==> src/rtl/branch_pc_unit.sv <==
// branch_pc_unit: owns the 16-bit PC and resolves branch-if-greater requests.
// A branch is accepted in RUN, resolved one edge later in RESOLVE, and a taken
// branch holds fetch off through a FLUSH window of FLUSH_CYCLES cycles.
module branch_pc_unit #(
  parameter logic [15:0] RESET_PC     = 16'h0000,
  parameter int unsigned FLUSH_CYCLES = 2
) (
  input  logic        clk,
  input  logic        rst_n,
  input  logic        en,
  input  logic        stall,
  input  logic        br_valid,
  input  logic [15:0] br_target,
  input  logic        gt_flag,
  input  logic [15:0] gt_mask,
  output logic        br_ready,
  output logic [15:0] pc,
  output logic        pc_valid,
  output logic        taken,
  output logic        flush,
  output logic        flag_err,
  output logic [7:0]  taken_count
);

  typedef enum logic [1:0] {RUN, RESOLVE, FLUSH} state_e;

  // Counter reload leaves FLUSH on the edge where it reaches zero, giving
  // exactly FLUSH_CYCLES cycles of flush.
  localparam logic [3:0] FLUSH_LOAD = 4'(FLUSH_CYCLES - 1);

  state_e      state_q, state_d;
  logic [15:0] pc_q, pc_d;
  logic [15:0] tgt_q, tgt_d;
  logic        flag_q, flag_d;
  logic [15:0] mask_q, mask_d;
  logic        taken_q, taken_d;
  logic        err_q, err_d;
  logic [3:0]  cnt_q, cnt_d;
  logic [7:0]  tcnt_q, tcnt_d;
  logic        mismatch;

  assign br_ready    = (state_q == RUN) && !stall;
  assign pc          = pc_q;
  assign pc_valid    = (state_q == RUN);
  assign flush       = (state_q == FLUSH);
  assign taken       = taken_q;
  assign flag_err    = err_q;
  assign taken_count = tcnt_q;
  assign mismatch    = (mask_q != {16{flag_q}});

  // Next-state and datapath decisions for the three-state branch pipeline.
  always_comb begin
    state_d = state_q;
    pc_d    = pc_q;
    tgt_d   = tgt_q;
    flag_d  = flag_q;
    mask_d  = mask_q;
    taken_d = 1'b0;
    err_d   = err_q;
    cnt_d   = cnt_q;
    tcnt_d  = tcnt_q;
    case (state_q)
      RUN: begin
        if (br_valid && br_ready) begin
          // Branch wins over a simultaneous en; operands are captured only here.
          tgt_d   = br_target;
          flag_d  = gt_flag;
          mask_d  = gt_mask;
          state_d = RESOLVE;
        end else if (!stall && en) begin
          pc_d = pc_q + 16'd1;
        end
      end
      RESOLVE: begin
        if (mismatch) err_d = 1'b1;
        if (flag_q && !mismatch) begin
          pc_d    = tgt_q;
          taken_d = 1'b1;
          if (tcnt_q != 8'hFF) tcnt_d = tcnt_q + 8'd1;
          cnt_d   = FLUSH_LOAD;
          state_d = FLUSH;
        end else begin
          pc_d    = pc_q + 16'd1;
          state_d = RUN;
        end
      end
      FLUSH: begin
        if (cnt_q == 4'd0) state_d = RUN;
        else               cnt_d   = cnt_q - 4'd1;
      end
      default: state_d = RUN;
    endcase
  end

  // State registers; asynchronous reset discards any in-flight branch.
  always_ff @(posedge clk or negedge rst_n) begin
    if (!rst_n) begin
      state_q <= RUN;
      pc_q    <= RESET_PC;
      tgt_q   <= 16'h0000;
      flag_q  <= 1'b0;
      mask_q  <= 16'h0000;
      taken_q <= 1'b0;
      err_q   <= 1'b0;
      cnt_q   <= 4'd0;
      tcnt_q  <= 8'd0;
    end else begin
      state_q <= state_d;
      pc_q    <= pc_d;
      tgt_q   <= tgt_d;
      flag_q  <= flag_d;
      mask_q  <= mask_d;
      taken_q <= taken_d;
      err_q   <= err_d;
      cnt_q   <= cnt_d;
      tcnt_q  <= tcnt_d;
    end
  end

endmodule

==> config.mk <==
export PLATFORM = sky130hd
export DESIGN_NAME = branch_pc_unit
export DESIGN_NICKNAME = d
export VERILOG_FILES = /design/src/rtl/branch_pc_unit.sv
export SDC_FILE = /design/constraint.sdc
export NUM_CORES = 1
export LEC_CHECK = 0
export BUFFER_PORTS_ARGS = -buffer_cell sky130_fd_sc_hd__buf_2
export CAP_MARGIN = 10
export CORE_ASPECT_RATIO = 0.8
export CORE_MARGIN = 1.5
export CORE_UTILIZATION = 37
export CTS_BUF_LIST = sky130_fd_sc_hd__clkbuf_8
export CTS_CLUSTER_DIAMETER = 100
export DETAILED_ROUTE_END_ITERATION = 10
export PLACE_DENSITY = 0.57
export SLEW_MARGIN = 20
export SYNTH_ARGS = -nofsm -noshare
export SYNTH_HDL_FRONTEND = slang
export SYNTH_SLANG_ARGS = --single-unit
export TNS_END_PERCENT = 20
==> constraint.sdc <==
create_clock -name clk -period 4.86 [get_ports clk]
set_clock_uncertainty 0.2 [all_clocks]
set_input_delay 0.486 -clock clk [delete_from_list [all_inputs] [get_ports clk]]
set_output_delay 0.486 -clock clk [all_outputs]
set_load 0.02 [all_outputs]
======== Word-level counts from Yosys, hierarchy flattened ========
Cells that the tools add are included.
word-level totals
  register bits after elaboration ......... 65
  bits in latches ......................... 0
  memory bits (writable) .................. 0
  memory bits (read-only) ................. 0
  output and inout bits ................... 29
  memories ................................ 0
cells by class
  $add $sub $neg .......................... 3
  multipliers ............................. 0
  div/mod/pow operators ................... 0
  order comparisons ....................... 0
  eq/ne operators ......................... 10
  shifts and indexed selects .............. 0
  multiplexer cells ....................... 13
  bitwise gates (word level) .............. 0
  reduce and logical (&&, ||, !) cells .... 16
operators by type and width
  kind                                               count
  2-to-1 mux 16 bit                                  3
  case mux 16 bit (2 select lines)                   1
  adder 16 x 1 -> 16 bit (second input constant)     1
  != test 16 bit                                     1
  AND reduction 3 bit                                3
  adder 8 x 1 -> 8 bit (second input constant)       1
  2-to-1 mux 4 bit                                   2
  != test 8 bit (second input constant)              1
  case mux 4 bit (2 select lines)                    1
  2-to-1 mux 2 bit                                   3
  != test 2 x 1 -> 1 bit (second input constant)     3
  != test 2 bit (second input constant)              3
  case mux 2 bit (3 select lines)                    1
  AND reduction 2 bit                                3
  logical AND 1 bit                                  4
  logical NOT 4 bit                                  1
  nonzero test 2 bit                                 2
  subtractor 4 x 1 -> 4 bit (second input constant)  1
  == test 2 x 1 -> 1 bit (second input constant)     1
  == test 2 bit (second input constant)              1
  logical NOT 1 bit                                  2
  logical NOT 2 bit                                  1
  2-to-1 mux 1 bit                                   2

======== Longest topological paths before layout ========
Gate-level depths: netlist (run 1).
  depth in word-level cells ............... 5
  gate-level depth with buffers ........... 8
  depth with buffers taken out ............ 7

======== Least setup slack after synthesis (run 1) ========
Ideal clock, no wire load.
  kind .................................... register to register
  start point ............................. register state_q[0]
  end point ............................... register flag_q
  setup time .............................. 0.125 ns
  arrival time ............................ 1.905 ns
  setup slack ............................. 2.630 ns
  cell stages (with the launch flop) ...... 7
  path buffers ............................ 1
  period minus slack after synthesis ...... 2.230 ns
  cell sequence ........................... dfrtp_1 -> inv_1 -> ha_1 -> nor2b_1 -> nand2_1 -> buf_2 -> mux2_2
between the ends
  word-level cells in the longest chain between the ends .. 4
RTL lines
  element                        line  RTL
  from (decl)                    31    state_e state_q, state_d;
  from (signal assigned)         108   state_q <= state_d;
  logical NOT 2 bit              n/a
  via pc_valid                   18    output logic pc_valid,
  logical AND 1 bit              42    assign br_ready = (state_q == RUN) && !stall;
  via br_ready                   16    output logic br_ready,
  logical AND 1 bit              64    if (br_valid && br_ready) begin
  AND reduction 2 bit (no line)  n/a
  to (signal assigned)           111   flag_q <= flag_d;
  to (decl)                      34    logic flag_q, flag_d;
The timed path passes the listed nets, and every way through them passes these cells.
A chain may end at the register's enable or synchronous reset.

======== Final worst setup path (run 1) ========
  start point ............................. register mask_q[11]
  end point ............................... register pc_q[9] (netlist: pc[9])
between the ends
  word-level cells in the longest chain between the ends .. 5
RTL lines
  element                           line  RTL
  from (decl)                       35    logic [15:0] mask_q, mask_d;
  from (signal assigned)            112   mask_q <= mask_d;
  != test 16 bit                    49    assign mismatch = (mask_q != {16{flag_q}});
  logical NOT 1 bit                 76    if (flag_q && !mismatch) begin
  logical AND 1 bit                 76
  2-to-1 mux 16 bit                 76
  case mux 16 bit (2 select lines)  62    case (state_q)
  to (signal assigned)              109   pc_q <= pc_d;
  to (decl)                         32    logic [15:0] pc_q, pc_d;
Every way passes these cells.

==> results.tsv, run 1 <==
stage	metric	value	unit
critical_path	crit_required	4.88	ns
power	p_leak	1.78	nW
die	num_rows	30	
placed_design	placedInstanceArea	3630	µm²
timing	rsz0062_at_grt	no	
yosys	synth_top_family_by_area	simple AND/OR/NAND/NOR gates	
yosys	ys_ff_latch	65	
yosys	synth_fa_ha_area_share	3.12	%
timing	period_needed	2.69	ns
clock_network	clk_latency	0.34	ns
clock_network	path_clk_slew	0.08	ns
yosys	synth_top_area_share	50.8	%
critical_path	reg2regPathDepth	6	
routing	via_count	2449	
yosys	avgSynthCellArea	11.2	µm²
yosys	async_reset_ff_share	100	%
critical_path	end_kind	flop	
timing	whs	0.112	ns
routing	drc	0	
die	start_util	37.9	%
routing	viasPerCell	5.19	
routing	routed_wl	7.12	mm
grt	grt_pass1_wl	11.9	mm
yosys	synth_fp_nets	331	
die	die_y	86.2	µm
critical_path	startpoint_type	flop	
power	power.density	483	nW/µm²
critical_path	timing.rr.start	mask_q[11]	
placed_design	dp.final_hpwl	4.97	mm
routing	post_drt_wl_per_cell	15.1	µm
clock_network	tritoncts	built	
yosys	synth-simple-area-share	17.8	%
yosys	synth_mux_area_share	14.8	%
grt	grt_usage	16.7	%
timing	slew_viol_final	0	
clock_network	cts_root_buf	clkbuf_8	
die	dieArea	9230	µm²
timing	tightest_slew	0.832	ns
placed_design	place.gp.congestion	0.811	
critical_path	cp-endpoint	pc[9]	
clock_network	post_cts_buffers	0	
yosys	synth-edff-count	0	
yosys	ys.flop_type	dfrtp_1	
critical_path	reg2reg_slack	2.17	ns
clock_network	tritoncts.num_buffers	9	
timing	slew_headroom	44.6	%
clock_network	cts_hold_buf	0	
yosys	synthDistinctLibCells	50	
timing	fin_setup_tns	0	ns
job	drv_cap	0	
yosys	syn_area	3200	µm²
yosys	synth_compound_area_share	8.86	%
clock_network	cts.sinks	65	
critical_path	path_class	reg -> reg	
critical_path	worst_ep_arrival_time	2.71	ns
clock_network	cts_max_level	3	
yosys	synth_xor_area_share	1.37	%
die	io_pins	67	
layout	antenna_cells	0	
timing	hold_violations	0	
timing	fmax	371	MHz
timing	fin_crit_sh	55.4	%
grt	grt.overflow.total	0	
layout	area_delta_synth_final	18.9	%
die	design.core.area	8450	µm²
clock_network	max-clock-path-buffers	2	
die	die_w	107	µm
placed_design	portBuffers	66	
yosys	seq_area_frac_synth	50.8	%
layout	drive_above_1_share	35.0	%
critical_path	critPathMaxFanout	23	
timing	setup_viol	0	
layout	final_area	3810	µm²
routing	drtIter0Drc	99	
grt	grt_antenna_before_repair	0	
timing	worst_slack	2.17	ns
clock_network	cts_resized	0	
routing	drt_first_pass_iters	4	
grt	grt_max_degree	66	
layout	finalNetCount	401	
critical_path	rr_endpoint	pc[9]	
routing	ant_nets	0	
placed_design	place_ws	2.17	ns
critical_path	startpoint	mask_q[11]	
yosys	synth_top_area_cell	dfrtp_1	
yosys	yosysWarnings	0	
yosys	ys_top_cells_by_area	dfrtp_1 51%, mux2_2 12%, ha_1 3.1%	
status	outcome	finished clean	
power	ir_drop	0.177	mV
yosys	postSynthCellCount	285	
grt	first_global_vias	2336	
min_path	worstHoldPathType	in -> async	
[layer usage]
metal	vias to the layer above	wire [µm]	global-route usage, %
met5	-	0	0
met4	0	88	6.18
met3	8	268	3.83
met2	52	3180	25.1
met1	1189	3590	23.5
li1	1200	-	-
[through the flow]
step / total power [mW] / std cells / util (%)
global placement: 1.42 / 456 / 43.0
detailed placement: 1.44 / 456 / 43.0
finish: 1.84 / 472 / 45.1
floorplan: 1.26 / 285 / -
CTS: 1.86 / 472 / 45.1
global route: 1.97 / 472 / 45.1
[where the power goes]
part / leakage [nW] / switching [mW] / total (mW) / internal [mW]
combinational: 0.911 / 0.294 / 0.558 / 0.264
clock: 0.0916 / 0.227 / 0.417 / 0.189
sequential: 0.778 / 0.148 / 0.866 / 0.718
total: 1.78 / 0.669 / 1.84 / 1.17
[worst max-delay path, cell delays in order, from the launching register on]
cell and delay, ns:
dfrtp_1 0.38, nand4_1 0.14, nor3_2 0.21, nand3_2 0.48, inv_1 0.68, nor4_1 0.12, or3b_1 0.36
[layout make-up]
class                           count  area, µm²
Inverter                           10       37.5
Tap cell                          112        140
Clock buffer                        9        124
Sequential cell                    65       1630
Timing Repair Buffer               69        353
Clock inverter                      7       55.1
Multi-Input combinational cell    200       1470
Fill cell                         836       4640
[placed cells by master (no fill, tap or decap), types with 11 or more instances in the layout]
| cell | Yosys | routed |
|---|---|---|
| buf_2 | 5 | 66 |
| o21ai_0 | 12 | 12 |
| dfrtp_1 | 65 | 65 |
| mux2_2 | 35 | 35 |
| a21oi_1 | 11 | 11 |
| nor2_1 | 12 | 12 |
| inv_1 | 10 | 11 |
| nand2_1 | 20 | 20 |
| nand3_1 | 18 | 18 |
| nand4_1 | 11 | 11 |
[synth_stat cells, types with 3 or more instances]
master and count:
dfrtp_1 65, mux2_2 35, nand2_1 20, nand3_1 18, nor2_1 12, o21ai_0 12, a21oi_1 11, nand4_1 11
inv_1 10, ha_1 8, mux2i_1 8, and3_1 6, nor4_1 6, buf_2 5, a2bb2oi_1 4, or4_1 4
a31oi_1 3, nand3b_1 3, xor2_1 3
[logic make-up (layout without fill, tap and decap cells)]
group / after synthesis / in the layout
mux: 43 / 43
simple gates: 100 / 100
flops: 65 / 65
compound gates: 44 / 44
xor+xnor: 5 / 5
buf+inv: 20 / 95
fa+ha+maj: 8 / 8
[state kept, by name, indices dropped and copies added (netlist names)]
register,flops
pc,16
taken,1
flag_q,1
mask_q,16
cnt_q,4
taken_count,8
tgt_q,16
state_q,2
flag_err,1
[how the worst min path moves through the flow]
stage                     depth (start not counted)         to          start
after floorplan                                   0   cnt_q[0]          rst_n
after CTS                                         2  tgt_q[13]          rst_n
after global routing                              2  tgt_q[13]  br_target[13]
final                                             2  tgt_q[13]          rst_n
after detailed placement                          1   flag_err       flag_err
after global placement                            1   flag_err       flag_err
No activity file was read; power rests on OpenSTA's default activity.
==> inputs of run 2 (changes only) <==
- ABC_AREA: unset -> 1
- PLACE_DENSITY: 0.57 -> 0.58
- clock period: 4.86 -> 2.45 ns (I/O delays scaled with it)
==> run 2 against run 1 <==
Clock power is 130% higher. Highest routed layer unchanged. Die area is 7.7% higher. Register-to-register slack worse by 1.8 ns. Critical path type unchanged. Worst setup slack worse by 1.8 ns. Sequential share of layout area is 6.2 points lower. Synthesized cell count is 57% higher. Via count is 27% higher. Area after synthesis is 8.0% higher.
==> results.tsv, run 2 <==
stage	metric	value	unit	change
grt	grt_usage	17.9	%	+1.3 points
die	design.core.area	9080	µm²	+7.5%
yosys	yosysWarnings	0		unchanged
clock_network	tritoncts.num_buffers	9		unchanged
timing	period_needed	2.07	ns	-0.619 ns
timing	tightest_slew	0.522	ns	-0.309 ns
routing	via_count	3117		+27%
layout	antenna_cells	0		unchanged
die	num_rows	31		+3.3%
yosys	synthDistinctLibCells	29		-42%
placed_design	dp.final_hpwl	5.69	mm	+15%
critical_path	timing.rr.start	flag_q		
clock_network	post_cts_buffers	0		unchanged
power	p_leak	2.30	nW	+29%
critical_path	path_class	reg -> reg		
critical_path	critPathMaxFanout	18		-22%
yosys	ys.flop_type	dfrtp_1		
yosys	synth_top_area_cell	dfrtp_1		
critical_path	crit_required	2.53	ns	-2.35 ns
grt	grt_pass1_wl	14.0	mm	+18%
layout	area_delta_synth_final	28.9	%	
timing	fin_setup_tns	0	ns	unchanged
yosys	yosys-top-cells-count	166 x nand2_1, 65 x dfrtp_1, 47 x inv_1		
critical_path	worst_ep_arrival_time	2.15	ns	-0.56 ns
routing	routed_wl	8.24	mm	+16%
die	io_pins	67		unchanged
grt	grt_antenna_before_repair	0		unchanged
clock_network	cts.sinks	65		unchanged
timing	slew_headroom	65.1	%	+21 points
routing	viasPerCell	4.66		-10%
yosys	async_reset_ff_share	100	%	unchanged
status	outcome	finished clean		
clock_network	path_clk_slew	0.07	ns	about the same
die	start_util	38.1	%	+0.18 points
critical_path	reg2reg_slack	0.38	ns	-1.79 ns
yosys	ys_ff_latch	65		unchanged
job	drv_cap	0		unchanged
timing	setup_viol	0		unchanged
routing	drtIter0Drc	145		+46%
critical_path	end_kind	flop		
die	die_w	111	µm	+3.8%
yosys	synth_top_area_share	47.0	%	-3.7 points
timing	fmax	482	MHz	+30%
timing	rsz0062_at_grt	no		
placed_design	place.gp.congestion	0.815		+0.46%
routing	drc	0		unchanged
yosys	avgSynthCellArea	7.74	µm²	-31%
timing	fin_crit_sh	84.6	%	+29 points
die	die_y	89.5	µm	+3.8%
clock_network	max-clock-path-buffers	2		unchanged
layout	drive_above_1_share	17.7	%	-17 points
yosys	postSynthCellCount	447		+57%
power	ir_drop	0.473	mV	+170%
layout	final_common_cell	nand2_1		
power	power.density	887	nW/µm²	+84%
timing	whs	0.210	ns	+0.0980 ns
clock_network	clk_latency	0.34	ns	about the same
min_path	worstHoldPathType	in -> async		
critical_path	startpoint_type	flop		
placed_design	portBuffers	66		unchanged
grt	grt_max_degree	46		-30%
timing	slew_viol_final	0		unchanged
timing	hold_violations	0		unchanged
layout	finalNetCount	595		+48%
clock_network	cts_max_level	3		unchanged
yosys	synth.most_common_cell	nand2_1		
die	dieArea	9940	µm²	+7.7%
routing	drt_first_pass_iters	4		unchanged
yosys	syn_area	3460	µm²	+8.0%
placed_design	place_ws	0.366	ns	-1.80 ns
grt	grt.overflow.total	0		unchanged
yosys	ys_top_cells_by_area	dfrtp_1 47%, nand2_1 18%, nand3_1 6.5%		
routing	post_drt_wl_per_cell	12.3	µm	-18%
clock_network	cts_resized	0		unchanged
clock_network	tritoncts	built		
routing	ant_nets	0		unchanged
yosys	synth-edff-count	0		unchanged
timing	worst_slack	0.377	ns	-1.79 ns
layout	mostFrequentLayoutCells	166 x nand2_1, 66 x buf_2, 65 x dfrtp_1		
grt	first_global_vias	2966		+27%
clock_network	cts_root_buf	clkbuf_8		
layout	fillers	918		+9.8%
yosys	synth_fp_nets	493		+49%
critical_path	startpoint	flag_q		
yosys	seq_area_frac_synth	47.0	%	-3.7 points
## run 2: cell types whose count changed after synthesis, moves of 8 or more
cell / previous run / this run
o21ai_0: 12 / 25
nand4_1: 11 / 2
inv_1: 10 / 47
mux2i_1: 8 / 0
mux2_2: 35 / 0
a21oi_1: 11 / 2
xnor2_1: 2 / 13
nor2_1: 12 / 28
nand3_1: 18 / 45
nand2_1: 20 / 166
## run 2: stage by stage
stage	utilization (%)	area, µm²	instances	total power, mW
final	49.1	4460	669	3.96
after global routing	49.1	4460	669	4.29
after floorplan	-	3460	447	2.57
after global placement	43.1	3920	619	2.95
after detailed placement	43.1	3920	619	2.99
after CTS	49.1	4460	669	4.01
## run 2: metal layers
layer	vias to the layer above	wire length (µm)	global-route usage, %
met2	72	3660	29.5
met3	2	384	5.42
met4	0	27	4.14
met1	1444	4170	23.7
met5	-	0	0
li1	1599	-	-
## run 2: area by class of cell
type | instances | area [µm²] | area share [%]
Sequential cell | 65 | 1630 | 36.5
Multi-Input combinational cell | 321 | 1590 | 35.6
Clock buffer | 9 | 124 | 2.78
Timing Repair Buffer | 105 | 721 | 16.2
Clock inverter | 7 | 80.1 | 1.80
Inverter | 47 | 176 | 3.96
Tap cell | 115 | 144 | 3.23
## run 2: cell families after synthesis
| group | synth area share, % |
|---|---|
| AO/OA/AOI/OAI | 5.86 |
| AND/OR/NAND/NOR | 32.3 |
| buffers and inverters | 7.09 |
| adder cells (fa/ha/maj) | 2.89 |
| XOR/XNOR | 4.81 |
| flip-flops | 47.0 |
## run 2: path summary, 6_finish.rpt
path / end / cells past startpoint
min in group clk: flag_err / 1
worst max-delay path: taken_count[0] / 8
worst min register to register: flag_err / 1
max in group asynchronous: mask_q[13] / 3
worst min-delay path: pc[0] / 2
worst max register to register: taken_count[0] / 8
## run 2: timing repair
action / CTS / global route
endpoints found under the setup margin: 0 / 0
hold endpoints to repair: 53 / 0
hold buffers: 34 / 0
## run 2: power by group
group,leakage (nW),total (mW),internal [mW],switching [mW]
registers,0.838,1.67,1.42,0.249
logic,1.34,1.34,0.487,0.852
clock network,0.118,0.953,0.557,0.396
total,2.30,3.96,2.46,1.50
## run 2: critical path: stages, from the launching register on
cell and delay [ns]:
dfrtp_1 0.45, or2_1 0.25, nor2_1 0.10, nand2_1 0.06, nand2_2 0.10, nand4_2 0.43, inv_1 0.26, nand3b_1 0.09
nand2_1 0.06
==> inputs of run 3 (changes only) <==
- clock period: 2.45 -> 1.8 ns (I/O delays scaled with it)
==> run 3 against run 2 <==
The run now ends with setup timing left. Sequential share of layout area down 2.2 points. Flip-flop and latch count stayed put. First-iteration DRC count grew 18%. Clock-buffer cell count increased by 3. Worst setup slack got worse by 0.40 ns. Cell count grew 3.0%. Critical endpoint is now taken_count[4]. Hold slack got worse by 0.11 ns. Total power grew 39%.
==> results.tsv, run 3 (synthesis gave the netlist of run 2 again) <==
stage	metric	value	unit	change
status	outcome	finished, violations left		
status	violations	setup timing		
timing	period_needed	1.82	ns	-0.253 ns
clock_network	cts_root_buf	clkbuf_8		
die	die_w	111	µm	unchanged
grt	use_met3	5.08	%	-0.34 points
layout	mostFrequentLayoutCells	155 x nand2_1, 66 x buf_2, 65 x dfrtp_1		
grt	grt_antenna_before_repair	0		unchanged
die	dieArea	9940	µm²	unchanged
grt	grt_pass1_wl	14.6	mm	+4.4%
critical_path	worst_ep_arrival_time	1.87	ns	-0.28 ns
job	drv_cap	0		unchanged
grt	grt.overflow.total	0		unchanged
power	power.density	1160	nW/µm²	+30%
min_path	worstHoldPathType	in -> reg		
timing	hold_violations	0		unchanged
critical_path	startpoint_type	flop		
routing	viasPerCell	4.65		-0.16%
routing	ant_nets	0		unchanged
timing	rsz0062_at_grt	yes		
layout	area_delta_synth_final	37.2	%	
min_path	hold_path.startpoint	br_valid		
layout	multi_input_area	1680	µm²	+5.8%
die	die_y	89.5	µm	unchanged
die	num_rows	31		unchanged
grt	grt_max_degree	48		+4.3%
critical_path	reg2regPathDepth	10		+2
routing	drt_first_pass_iters	4		unchanged
grt	use_met2	32.3	%	+2.9 points
clock_network	tritoncts	built		
clock_network	max-clock-path-buffers	2		unchanged
power	power	5.49	mW	+39%
clock_network	cts.sinks	65		unchanged
timing	worst_slack	-0.0204	ns	-0.397 ns
timing	setup_viol	7		+7
critical_path	path_class	reg -> reg		
min_path	min_path_cells	3		
timing	fin_crit_sh	101	%	+17 points
critical_path	end_kind	flop		
die	start_util	38.1	%	unchanged
power	ir_drop	0.653	mV	+38%
clock_network	clk_latency	0.35	ns	about the same
routing	drc	0		unchanged
placed_design	place.gp.congestion	0.835		+2.5%
routing	post_drt_wl_per_cell	12.5	µm	+1.3%
layout	drive_above_1_share	24.6	%	+6.9 points
grt	use_met1	22.4	%	-1.3 points
critical_path	startpoint	flag_q		
timing	slew_headroom	68.3	%	+3.2 points
layout	finalNetCount	616		+3.5%
layout	final_common_cell	nand2_1		
placed_design	placedInstanceArea	4100	µm²	+4.6%
placed_design	dp.final_hpwl	5.81	mm	+2.0%
grt	grt_usage	18.7	%	+0.74 points
critical_path	critPathMaxFanout	7		-11
routing	via_count	3205		+2.8%
die	design.core.area	9080	µm²	unchanged
critical_path	crit_required	1.85	ns	-0.68 ns
timing	tightest_slew	0.476	ns	-0.0468 ns
timing	whs	0.102	ns	-0.108 ns
layout	stdcell_count	689		+3.0%
layout	final_area	4750	µm²	+6.4%
routing	routed_wl	8.60	mm	+4.3%
layout	fillers	890		-3.1%
clock_network	tritoncts.num_buffers	9		unchanged
critical_path	timing.rr.start	flag_q		
clock_network	path_clk_slew	0.07	ns	about the same
power	p_leak	2.42	nW	+5.1%
die	io_pins	67		unchanged
layout	seqCellArea	1630	µm²	unchanged
placed_design	place_ws	-0.0102	ns	-0.377 ns
routing	drtIter0Drc	171		+18%
placed_design	portBuffers	66		unchanged
layout	antenna_cells	0		unchanged
grt	grt_most_used_layer	met2		
clock_network	cts_max_level	3		unchanged
timing	slew_viol_final	0		unchanged
timing	fmax	549	MHz	+14%
grt	first_global_vias	3283		+11%
placed_design	dp.cells	634		+2.4%
## run 3: cell types whose count changed in the layout (fill, tap and decap cells not counted), moves of 3 or more
cell,delta
nand2_2,+9
buf_12,+5
nand3_1,-3
clkbuf_8,+3
nand2_1,-11
nand3_2,+3
buf_4,+14
inv_1,-7
inv_2,+4
o21ai_0,-3
## run 3: critical path, cell delays in order (launching register included)
cell and delay (ns):
dfrtp_1 0.41, or2_1 0.22, nor2_1 0.08, nand2_1 0.07
nand2_2 0.11, nand2_4 0.08, nor2_8 0.14, buf_12 0.12
nand3_4 0.13, nand2_2 0.11, o21ai_2 0.05
## run 3: worst paths after layout
| check | end | slack, ns |
|---|---|---|
| max in group asynchronous | mask_q[3] | 0.67 |
| min in group asynchronous | tgt_q[1] | 0.17 |
| worst max-delay path | taken_count[4] | -0.02 |
| worst min register to register | mask_q[4] | 0.30 |
| worst max register to register | taken_count[4] | -0.02 |
| worst min-delay path | tgt_q[15] | 0.10 |
## run 3: report_power, final
part | switching, mW | internal, mW | total, mW
Combinational | 1.27 | 0.828 | 2.09
Sequential | 0.316 | 1.93 | 2.25
Clock | 0.557 | 0.598 | 1.15
Total | 2.14 | 3.36 | 5.49
## run 3: layout make-up
cell class	count	share of cell area (%)
multi-input combinational	322	35.4
sequential	65	34.3
timing repair buffer	125	19.7
inverter	47	3.72
clock buffer	12	3.48
tap	115	3.03
clock inverter	3	0.343
## run 3: timing repair
| action | CTS | global route |
|---|---|---|
| gates cloned | 0 | 1 |
| gates resized for setup | 4 | 19 |
| hold endpoints to repair | 98 | 0 |
| hold buffers | 35 | 0 |
| setup endpoints to repair | 12 | 30 |
| pin swaps | 0 | 11 |
| buffers inserted | 0 | 4 |
## run 3: per-layer routing
layer / up-vias / share of wire [%] / wire, µm
met3: 17 / 4.1 / 354
met4: 0 / 2.0 / 170
met1: 1485 / 48 / 4150
li1: 1639 / - / -
met2: 64 / 46 / 3920
met5: - / 0 / 0
## run 3: stage by stage
step           setup TNS, ns  utilization (%)
2_1_floorplan         -0.668                -
3_3_place_gp               0             45.1
3_5_place_dp         -0.0203             45.1
4_1_cts              -0.0150             51.1
5_1_grt                -2.46             52.3
6_report             -0.0872             52.3
